`config.mk`:
```
export PLATFORM = sky130hd
export DESIGN_NAME = game_control
export DESIGN_NICKNAME = d
export VERILOG_FILES = /design/src/rtl/game_control.sv
export SDC_FILE = /design/constraint.sdc
export NUM_CORES = 1
export LEC_CHECK = 0
export CAP_MARGIN = 10
export CELL_PAD_IN_SITES_DETAIL_PLACEMENT = 0
export CELL_PAD_IN_SITES_GLOBAL_PLACEMENT = 1
export CORE_ASPECT_RATIO = 1.2
export CORE_MARGIN = 8
export CORE_UTILIZATION = 42
export CTS_BUF_LIST = sky130_fd_sc_hd__clkbuf_2 sky130_fd_sc_hd__clkbuf_4 sky130_fd_sc_hd__clkbuf_8
export DETAILED_ROUTE_END_ITERATION = 10
export PLACE_DENSITY = 0.89
export SYNTH_ARGS = -nofsm -noshare
export SYNTH_HDL_FRONTEND = slang
export SYNTH_SLANG_ARGS = --single-unit
```
`constraint.sdc`:
```
create_clock -name clk -period 8.2 [get_ports clk]
set_clock_uncertainty 0.15 [all_clocks]
set_input_delay 1.23 -clock clk [delete_from_list [all_inputs] [get_ports clk]]
set_output_delay 1.23 -clock clk [all_outputs]
set_load 0.01 [all_outputs]
```
`src/rtl/game_control.sv`:
```
// 2048-style game controller: owns the board, hands moves to an external move
// engine, spawns new tiles from an LFSR and flags win/loss.
module game_control #(
    parameter logic [11:0] WIN_VALUE = 12'd2048,
    parameter int          TIMEOUT   = 64,
    parameter logic [15:0] LFSR_SEED = 16'hACE1
) (
    input  logic                  clk,
    input  logic                  rst,
    input  logic [3:0]            btn,
    input  logic                  new_game,
    input  logic                  ready,
    input  logic [3:0][3:0][11:0] matrix_D,
    output logic [3:0][3:0][11:0] matrix,
    output logic [3:0]            direction,
    output logic                  enable,
    output logic                  busy,
    output logic                  won,
    output logic                  lost,
    output logic                  error
);

    localparam int TW = (TIMEOUT > 1) ? $clog2(TIMEOUT) : 1;

    typedef enum logic [2:0] {
        S_INIT, S_IDLE, S_REQ, S_COMMIT, S_SPAWN, S_CHECK
    } state_t;

    state_t        state;
    logic [15:0]   lfsr;
    logic [3:0]    btn_q;
    logic [3:0]    btn_prev;
    logic [TW-1:0] tcnt;
    logic [3:0]    spawn_idx;
    logic [3:0]    spawn_cnt;
    logic          init_mode;
    logic          placed;

    logic accept;
    logic cell_zero;
    logic spawn_exit;
    logic has_win;
    logic has_zero;
    logic has_pair;

    // A press counts only on a clean one-hot rising edge from an all-released state.
    assign accept     = (btn_q != 4'd0) && ((btn_q & (btn_q - 4'd1)) == 4'd0) && (btn_prev == 4'd0);
    assign cell_zero  = (matrix[spawn_idx[3:2]][spawn_idx[1:0]] == 12'd0);
    assign spawn_exit = cell_zero || (spawn_cnt == 4'd15);

    always_comb begin
        has_win  = 1'b0;
        has_zero = 1'b0;
        has_pair = 1'b0;
        for (int unsigned r = 0; r < 4; r++) begin
            for (int unsigned c = 0; c < 4; c++) begin
                if (matrix[r][c] == WIN_VALUE) has_win = 1'b1;
                if (matrix[r][c] == 12'd0) has_zero = 1'b1;
            end
        end
        for (int unsigned r = 0; r < 3; r++) begin
            for (int unsigned c = 0; c < 4; c++) begin
                if (matrix[r][c] != 12'd0 && matrix[r][c] == matrix[r+1][c]) has_pair = 1'b1;
            end
        end
        for (int unsigned r = 0; r < 4; r++) begin
            for (int unsigned c = 0; c < 3; c++) begin
                if (matrix[r][c] != 12'd0 && matrix[r][c] == matrix[r][c+1]) has_pair = 1'b1;
            end
        end
    end

    always_ff @(posedge clk or negedge rst) begin
        if (!rst) begin
            state     <= S_INIT;
            lfsr      <= LFSR_SEED;
            btn_q     <= '0;
            btn_prev  <= '0;
            tcnt      <= '0;
            spawn_idx <= '0;
            spawn_cnt <= '0;
            init_mode <= 1'b0;
            placed    <= 1'b0;
            matrix    <= '0;
            direction <= '0;
            enable    <= 1'b0;
            busy      <= 1'b1;
            won       <= 1'b0;
            lost      <= 1'b0;
            error     <= 1'b0;
        end else begin
            lfsr     <= {lfsr[14:0], lfsr[15] ^ lfsr[13] ^ lfsr[12] ^ lfsr[10]};
            btn_q    <= btn;
            btn_prev <= btn_q;
            error    <= 1'b0;
            case (state)
                S_INIT: begin
                    init_mode <= 1'b1;
                    placed    <= 1'b0;
                    spawn_idx <= lfsr[3:0];
                    spawn_cnt <= '0;
                    state     <= S_SPAWN;
                end
                S_IDLE: begin
                    if (new_game) begin
                        matrix <= '0;
                        won    <= 1'b0;
                        lost   <= 1'b0;
                        busy   <= 1'b1;
                        state  <= S_INIT;
                    end else if (accept && !won && !lost) begin
                        direction <= btn_q;
                        enable    <= 1'b1;
                        tcnt      <= '0;
                        busy      <= 1'b1;
                        state     <= S_REQ;
                    end
                end
                S_REQ: begin
                    if (ready) begin
                        enable <= 1'b0;
                        state  <= S_COMMIT;
                    end else if (tcnt == TW'(TIMEOUT - 1)) begin
                        enable <= 1'b0;
                        error  <= 1'b1;
                        busy   <= 1'b0;
                        state  <= S_IDLE;
                    end else begin
                        tcnt <= tcnt + 1'b1;
                    end
                end
                S_COMMIT: begin
                    if (matrix_D != matrix) begin
                        matrix    <= matrix_D;
                        spawn_idx <= lfsr[3:0];
                        spawn_cnt <= '0;
                        state     <= S_SPAWN;
                    end else begin
                        busy  <= 1'b0;
                        state <= S_IDLE;
                    end
                end
                S_SPAWN: begin
                    if (cell_zero)
                        matrix[spawn_idx[3:2]][spawn_idx[1:0]] <= (lfsr[7:4] == 4'd0) ? 12'd4 : 12'd2;
                    if (spawn_exit) begin
                        // Initial fill loops back here for the second tile instead of checking.
                        if (init_mode) begin
                            if (placed) begin
                                init_mode <= 1'b0;
                                busy      <= 1'b0;
                                state     <= S_IDLE;
                            end else begin
                                placed    <= 1'b1;
                                spawn_idx <= lfsr[3:0];
                                spawn_cnt <= '0;
                            end
                        end else begin
                            state <= S_CHECK;
                        end
                    end else begin
                        spawn_idx <= spawn_idx + 4'd1;
                        spawn_cnt <= spawn_cnt + 4'd1;
                    end
                end
                S_CHECK: begin
                    if (has_win) won <= 1'b1;
                    if (!has_zero && !has_pair) lost <= 1'b1;
                    busy  <= 1'b0;
                    state <= S_IDLE;
                end
                default: begin
                    busy  <= 1'b1;
                    state <= S_INIT;
                end
            endcase
        end
    end

endmodule

```
==> results of run 1 <==
==> how the worst min path moves through the flow <==
stage | from | endpoint | slack, ns | depth (start not counted)
floorplan | lfsr[8] | lfsr[9] | 0.18 | 0
global placement | lfsr[8] | lfsr[9] | 0.19 | 0
detailed placement | lfsr[8] | lfsr[9] | 0.19 | 0
CTS | lfsr[8] | lfsr[9] | 0.21 | 0
global route | lfsr[8] | lfsr[9] | 0.21 | 0
finish | lfsr[8] | lfsr[9] | 0.20 | 0
==> report_power, final <==
group / total [µW] / leakage, µW / switching [µW] / internal, µW
registers: 2200 / 0.00330 / 765 / 1440
clock network: 1160 / 0.000454 / 520 / 644
logic: 3990 / 0.00590 / 2330 / 1660
==> area by class of cell <==
type,count,area (µm²)
sequential,244,6120
timing repair buffer,417,4150
inverter,21,78.8
antenna,1,2.50
multi-input combinational,1199,9180
fill,3471,17600
clock buffer,64,793
clock inverter,6,61.3
tap,486,608
==> kinds of logic after synthesis <==
kind of cell	synth area share, %
xor gates and xnor gates	25.8
and+or+nand+nor	13.2
AOI/OAI and AO/OA	15.9
buffers and inverters	6.24
DFF	37.5
muxes	0.607
adders and majority gates	0.614
==> through the flow <==
stage,util [%],hold slack (ns),power (µW),area (µm²)
2_1_floorplan,-,0.181,4370,16300
3_3_place_gp,52.2,0.187,5990,20100
3_5_place_dp,52.2,0.190,6050,20100
4_1_cts,54.4,0.205,7220,21000
5_1_grt,54.4,0.208,7630,21000
6_report,54.4,0.203,7360,21000
==> synthesized netlist by cell type (10+ instances only) <==
cell type	number
nor2_1	40
nor4_1	119
a22oi_1	10
nand4_1	61
nor3_1	24
xor2_1	312
nand2_1	54
nand3_1	26
xnor2_1	168
o2bb2ai_1	34
and3_1	12
inv_1	21
buf_1	14
dfrtp_1	235
o21ai_0	12
a32oi_1	26
clkbuf_1	222
a22o_1	164
a21oi_1	17
or4_1	14
o22ai_1	12
==> flip-flops by register name, summed over array words and instances (netlist names) <==
name and flops:
lfsr 16, direction 4, lost 1, spawn_idx 4
state 3, spawn_cnt 4, btn_q 4, placed 1
won 1, busy 1, tcnt 6, init_mode 1
enable 1, error 1, btn_prev 4, matrix 192
==> layer usage <==
metal,wire length [µm],share of wire (%),vias to the layer above,track usage [%]
li1,-,-,6501,-
met4,6200,7.8,4,21.7
met3,8540,11,295,7.83
met2,36100,45,1293,54.1
met1,28500,36,7808,40.3
met5,23,0.029,-,0
==> summary.md, run 1 <==
| Metric | Value |
|---|---|
| Vias per Instance | `about 6.5` |
| Pwr/cell area | `roughly 350 nW/µm²` |
| Commonest non-fill, non-tap cell in the layout | `clkdlybuf4s50_1` |
| CTS buffer count | `40` |
| Gate Count Post-Synth | `around 1700` |
| Setup CP Type | `in2reg` |
| Final Net Count | `between 2000 and 2500` |
| Reg clk slew, reported paths | `roughly 0.060 ns` |
| Die width | `196 µm` |
| Initial drt markers | `about 2200` |
| Share of cells above drive strength 1 | `just under 6%` |
| Hold Violations, Final | `0` |
| Final Instance Count excl. Fillers | `2438` |
| Critical Path Max Stage Delay | `approximately 0.92 ns` |
| Setup WS post-layout | `slightly above 3 ns` |
| CP endpoint | `matrix[162]` |
| Slowest cell on crit path | `o22ai_1` |
| Async set-reset flop share out of synthesis | `100%` |
| Crit path buf inv count | `3` |
| First-pass GRT wire length | `around 110000 µm` |
| Post-synth EDFFs | `0` |
| Most used cell, CP | `nor4_1` |
| Synth cell types | `62` |
| Global placement routability congestion | `slightly below 1` |
| DRT Wirelength | `between 70000 and 80000 µm` |
| Die area | `approximately 45000 µm²` |
| Fmax | `a little under 200 MHz` |
| Ys Warns | `0` |
| Post-route ant nets | `0` |
| Wirelength per Cell | `approximately 33 µm` |
| Top cell type's share of synthesized area | `36.1%` |
| Largest net degree at the start of global routing | `118` |
| Reg2Reg Capture Point | `matrix[115]` |
| Critical path origin | `matrix_D[162]` |
| Commonest register cell after synthesis | `dfrtp_1` |
| Root Driver | `clkbuf_8` |
| Via count of the routed design | `15900` |
| Startpoint Class | `input port` |
| Core area | `between 30000 and 40000 µm²` |
| Final period util | `a little over three fifths` |
| Worst reg-to-reg path cell count | `9` |
| Critical path required time | `8.54 ns` |
| Reg-to-reg slack, setup | `~3.4 ns` |
| Number of cells on the critical path | `11` |
| Post-CTS sizing | `0` |
| Grt ovf | `0` |
| CTS tree | `yes` |
| Slew Limit Fails | `0` |
| Leak | `approximately 0.0097 µW` |
| H-tree levels | `2` |
| Setup_tns | `0 ns` |
| MaxCap Viol Count | `0` |
| Dpl cells | `around 2400` |
| Most frequent cells in the layout | `clkdlybuf4s50_1 (399), xor2_1 (312), dfrtp_1 (235)` |
| Number of I/O pins | `around 400` |
| CP arrival | `~5.5 ns` |
| Slew headroom | `approximately 18%` |
| Die height | `~230 µm` |
| Synth area leader | `dfrtp_1` |
| Port bufs | `400` |
| Synth top area cells | `dfrtp_1 (36%), xor2_1 (17%), xnor2_1 (9.0%), a22o_1 (8.8%), clkbuf_1 (5.1%)` |
| Unrepaired setup endpoints after global routing | `no` |
| Setup bufs post-CTS | `0` |
| CP Capture Type | `flip-flop` |
| DPL Wire Length | `60900 µm` |
| Initial antenna violation count | `3` |
| Row count | `79` |
| Synthesis-to-layout area growth | `28.8%` |
| Synthesized cell area | `between 15000 and 20000 µm²` |
| Vias in the first global route | `~16000` |
| Max IR drop VDD | `0.000181 V` |
| Syn avg cell area | `approximately 9.5 µm²` |
| Flops & latches, synth | `244` |
| Worst Tran Pin Value | `between 1 and 1.5 ns` |
| DP Worst Slack | `2.18 ns` |
| Hold Path Class | `reg2reg` |
| Clock Sinks | `244` |
| Setup violators final | `0` |
| GRT Total Usage | `about a third` |
| Drt pass-1 iters | `6` |
| Syn_nets | `~1900` |
| Status | `finished, final reports clean` |
| CP delay by family, top | `simple AND/OR/NAND/NOR gates` |
| Final min period | `approximately 5.1 ns` |
| RR Startpoint | `matrix[29]` |
| Critical path fanouts, max | `60` |
| Sequential cell area fraction in the yosys report | `between 30% and 40%` |
| DRC | `0` |
| Max Root-Sink Buffers | `3` |
| Initial Utilization | `42.3%` |
| Post-CTS Hold Buffers | `0` |
| Worst-Skew Late Latency | `0.59 ns` |
| Crit path cell chain | `clkdlybuf4s50_1 -> xor2_1 -> nor4_1 -> nand4_1 -> nor4_1 -> nor4b_1 -> clkbuf_2 -> a21boi_4 -> buf_4 -> o22ai_1 -> a22o_1` |
Power figures use the tool's default switching activity.
==> inputs of run 2 (changes only) <==
Settings changed: CORE_UTILIZATION 42 to 39, PLACE_DENSITY 0.89 to 0.83.
Clock period 8.2 ns to 4.8 ns, I/O delays scaled along.
==> summary.md, run 2 (synthesized netlist as in run 1, its figures left out) <==
| Metric | Value |
|---|---|
| Status | `finished, final reports clean (unchanged)` |
| Die area | `48600 µm² (was 45400 µm²)` |
| H-tree levels | `2 (unchanged)` |
| Grt ovf | `0 (unchanged)` |
| Largest register FFs | `192 (unchanged)` |
| Filler Cells Inserted | `3832 (was 3471)` |
| Largest net degree at the start of global routing | `106 (was 118)` |
| Global placement routability congestion | `1.03 (was 0.986)` |
| Reg-to-reg slack, setup | `0.42 ns (was 3.37 ns)` |
| Leak | `0.0101 µW (was 0.00966 µW)` |
| Smallest hold slack | `0.0289 ns (was 0.203 ns)` |
| Slew headroom | `21.8% (was 18.3%)` |
| Post-CTS sizing | `0 (unchanged)` |
| Final core utilization | `52.4% (was 54.4%)` |
| Number of I/O pins | `401 (unchanged)` |
| Synthesis-to-layout area growth | `33.4% (was 28.8%)` |
| Unrepaired setup endpoints after global routing | `no (unchanged)` |
| Worst Tran Pin Value | `1.16 ns (was 1.23 ns)` |
| Max IR drop VDD | `0.000321 V (was 0.000181 V)` |
| Drt pass-1 iters | `5 (was 6)` |
| Hold Path Class | `in2async (was reg2reg)` |
| MaxCap Viol Count | `0 (unchanged)` |
| Row count | `82 (was 79)` |
| Final period util | `between 90% and 100%` |
| Startpoint Class | `flip-flop (was input port)` |
| Critical path required time | `5.11 ns (was 8.54 ns)` |
| Port bufs | `400 (unchanged)` |
| Post-CTS Hold Buffers | `0 (unchanged)` |
| Wirelength per Cell | `32.1 µm (was 32.5 µm)` |
| Reg clk slew, reported paths | `0.07 ns (was 0.06 ns)` |
| Die height | `240 µm (was 232 µm)` |
| Worst-Skew Late Latency | `0.60 ns (was 0.59 ns)` |
| Critical path fanouts, max | `17 (was 60)` |
| GRT Total Usage | `32.8% (was 33.7%)` |
| CTS tree | `yes (unchanged)` |
| Initial Utilization | `39.3% (was 42.3%)` |
| Max Root-Sink Buffers | `3 (unchanged)` |
| Initial antenna violation count | `7 (was 3)` |
| Setup bufs post-CTS | `0 (unchanged)` |
| Setup violators final | `0 (unchanged)` |
| Slew Limit Fails | `0 (unchanged)` |
| Die width | `203 µm (was 196 µm)` |
| CTS buffer count | `42 (was 40)` |
| Clock Sinks | `244 (unchanged)` |
| DRC | `0 (unchanged)` |
| Share of cells above drive strength 1 | `9.42% (was 5.84%)` |
| Post-route ant nets | `0 (unchanged)` |
| Hold Violations, Final | `0 (unchanged)` |
| First-pass GRT wire length | `117000 µm (was 113000 µm)` |
| Fmax | `about 230 MHz` |
| Core area | `41400 µm² (was 38500 µm²)` |
| Commonest non-fill, non-tap cell in the layout | `clkdlybuf4s50_1 (unchanged)` |
| Root Driver | `clkbuf_8 (unchanged)` |
| Reg with most FFs | `matrix (unchanged)` |
| Via count of the routed design | `16000 (was 15900)` |
| Vias per Instance | `6.20 (was 6.52)` |
| Setup_tns | `0 ns (unchanged)` |
| Most frequent cells in the layout | `clkdlybuf4s50_1 (399), xor2_1 (312), dfrtp_1 (235) (unchanged)` |
| Final min period | `4.38 ns` |
| Placed cell areas | `20800 µm² (was 20100 µm²)` |
| CP arrival | `4.69 ns (was 5.49 ns)` |
| Pwr/cell area | `617 nW/µm² (was 351 nW/µm²)` |
| Setup CP Type | `reg2reg (was in2reg)` |
| CP Capture Type | `flip-flop (unchanged)` |
| Final instance area | `21700 µm² (was 21000 µm²)` |
| DRT Wirelength | `82700 µm (was 79300 µm)` |
| Vias in the first global route | `16100 (was 15600)` |
| Initial drt markers | `1912 (was 2170)` |
| Final Net Count | `2205 (was 2131)` |
| Largest regs | `matrix (192), lfsr (16), tcnt (6) (unchanged)` |
| DPL Wire Length | `64400 µm (was 60900 µm)` |
==> run 2: worst max-delay path: stages (launching register included) <==
cell and delay, ns:
dfrtp_1 0.52, nor4_1 0.99, a221oi_1 0.24, or4_1 0.52, nand4bb_1 0.28, a31o_1 0.31
o21ai_4 0.57, o21ai_1 0.25, buf_12 0.23, a22o_1 0.18
==> run 2: per-stage QoR <==
step | setup WS (ns) | power, µW | instances
2_1_floorplan | 1.44 | 7470 | 1710
3_3_place_gp | 0.241 | 10900 | 2499
3_5_place_dp | 0.225 | 11000 | 2499
4_1_cts | 0.563 | 13200 | 2574
6_report | 0.421 | 13400 | 2581
5_1_grt | 0.452 | 13900 | 2581
==> run 2: path summary, 6_finish.rpt <==
check / start / endpoint / cells past startpoint
setup / recovery: matrix[30] / matrix[124] / 9
setup reg to reg: matrix[30] / matrix[124] / 9
hold / removal: rst / matrix[28] / 1
hold reg to reg: lfsr[9] / lfsr[10] / 0
min in group clk: lfsr[9] / lfsr[10] / 0
max in group asynchronous: rst / lfsr[10] / 2
==> run 2: cell type report <==
cell class	instances	area, µm²	area share (%)
Multi-Input combinational cell	1199	9180	42.2
Inverter	21	78.8	0.363
Sequential cell	244	6120	28.1
Clock inverter	17	199	0.915
Timing Repair Buffer	489	4730	21.8
Antenna cell	7	17.5	0.0806
Tap cell	546	683	3.14
Clock buffer	58	736	3.39
==> run 2: per-layer routing <==
layer  wire length, µm  track usage [%]
met5                 0                0
met3              7190             5.81
met2             38800             53.7
met4              5590             20.0
met1             31100             40.1
==> run 2: where the power goes <==
part | total [µW] | internal, µW | switching [µW]
clock | 2170 | 1220 | 954
combinational | 7710 | 3280 | 4430
sequential | 3530 | 2460 | 1070
total | 13400 | 6950 | 6460
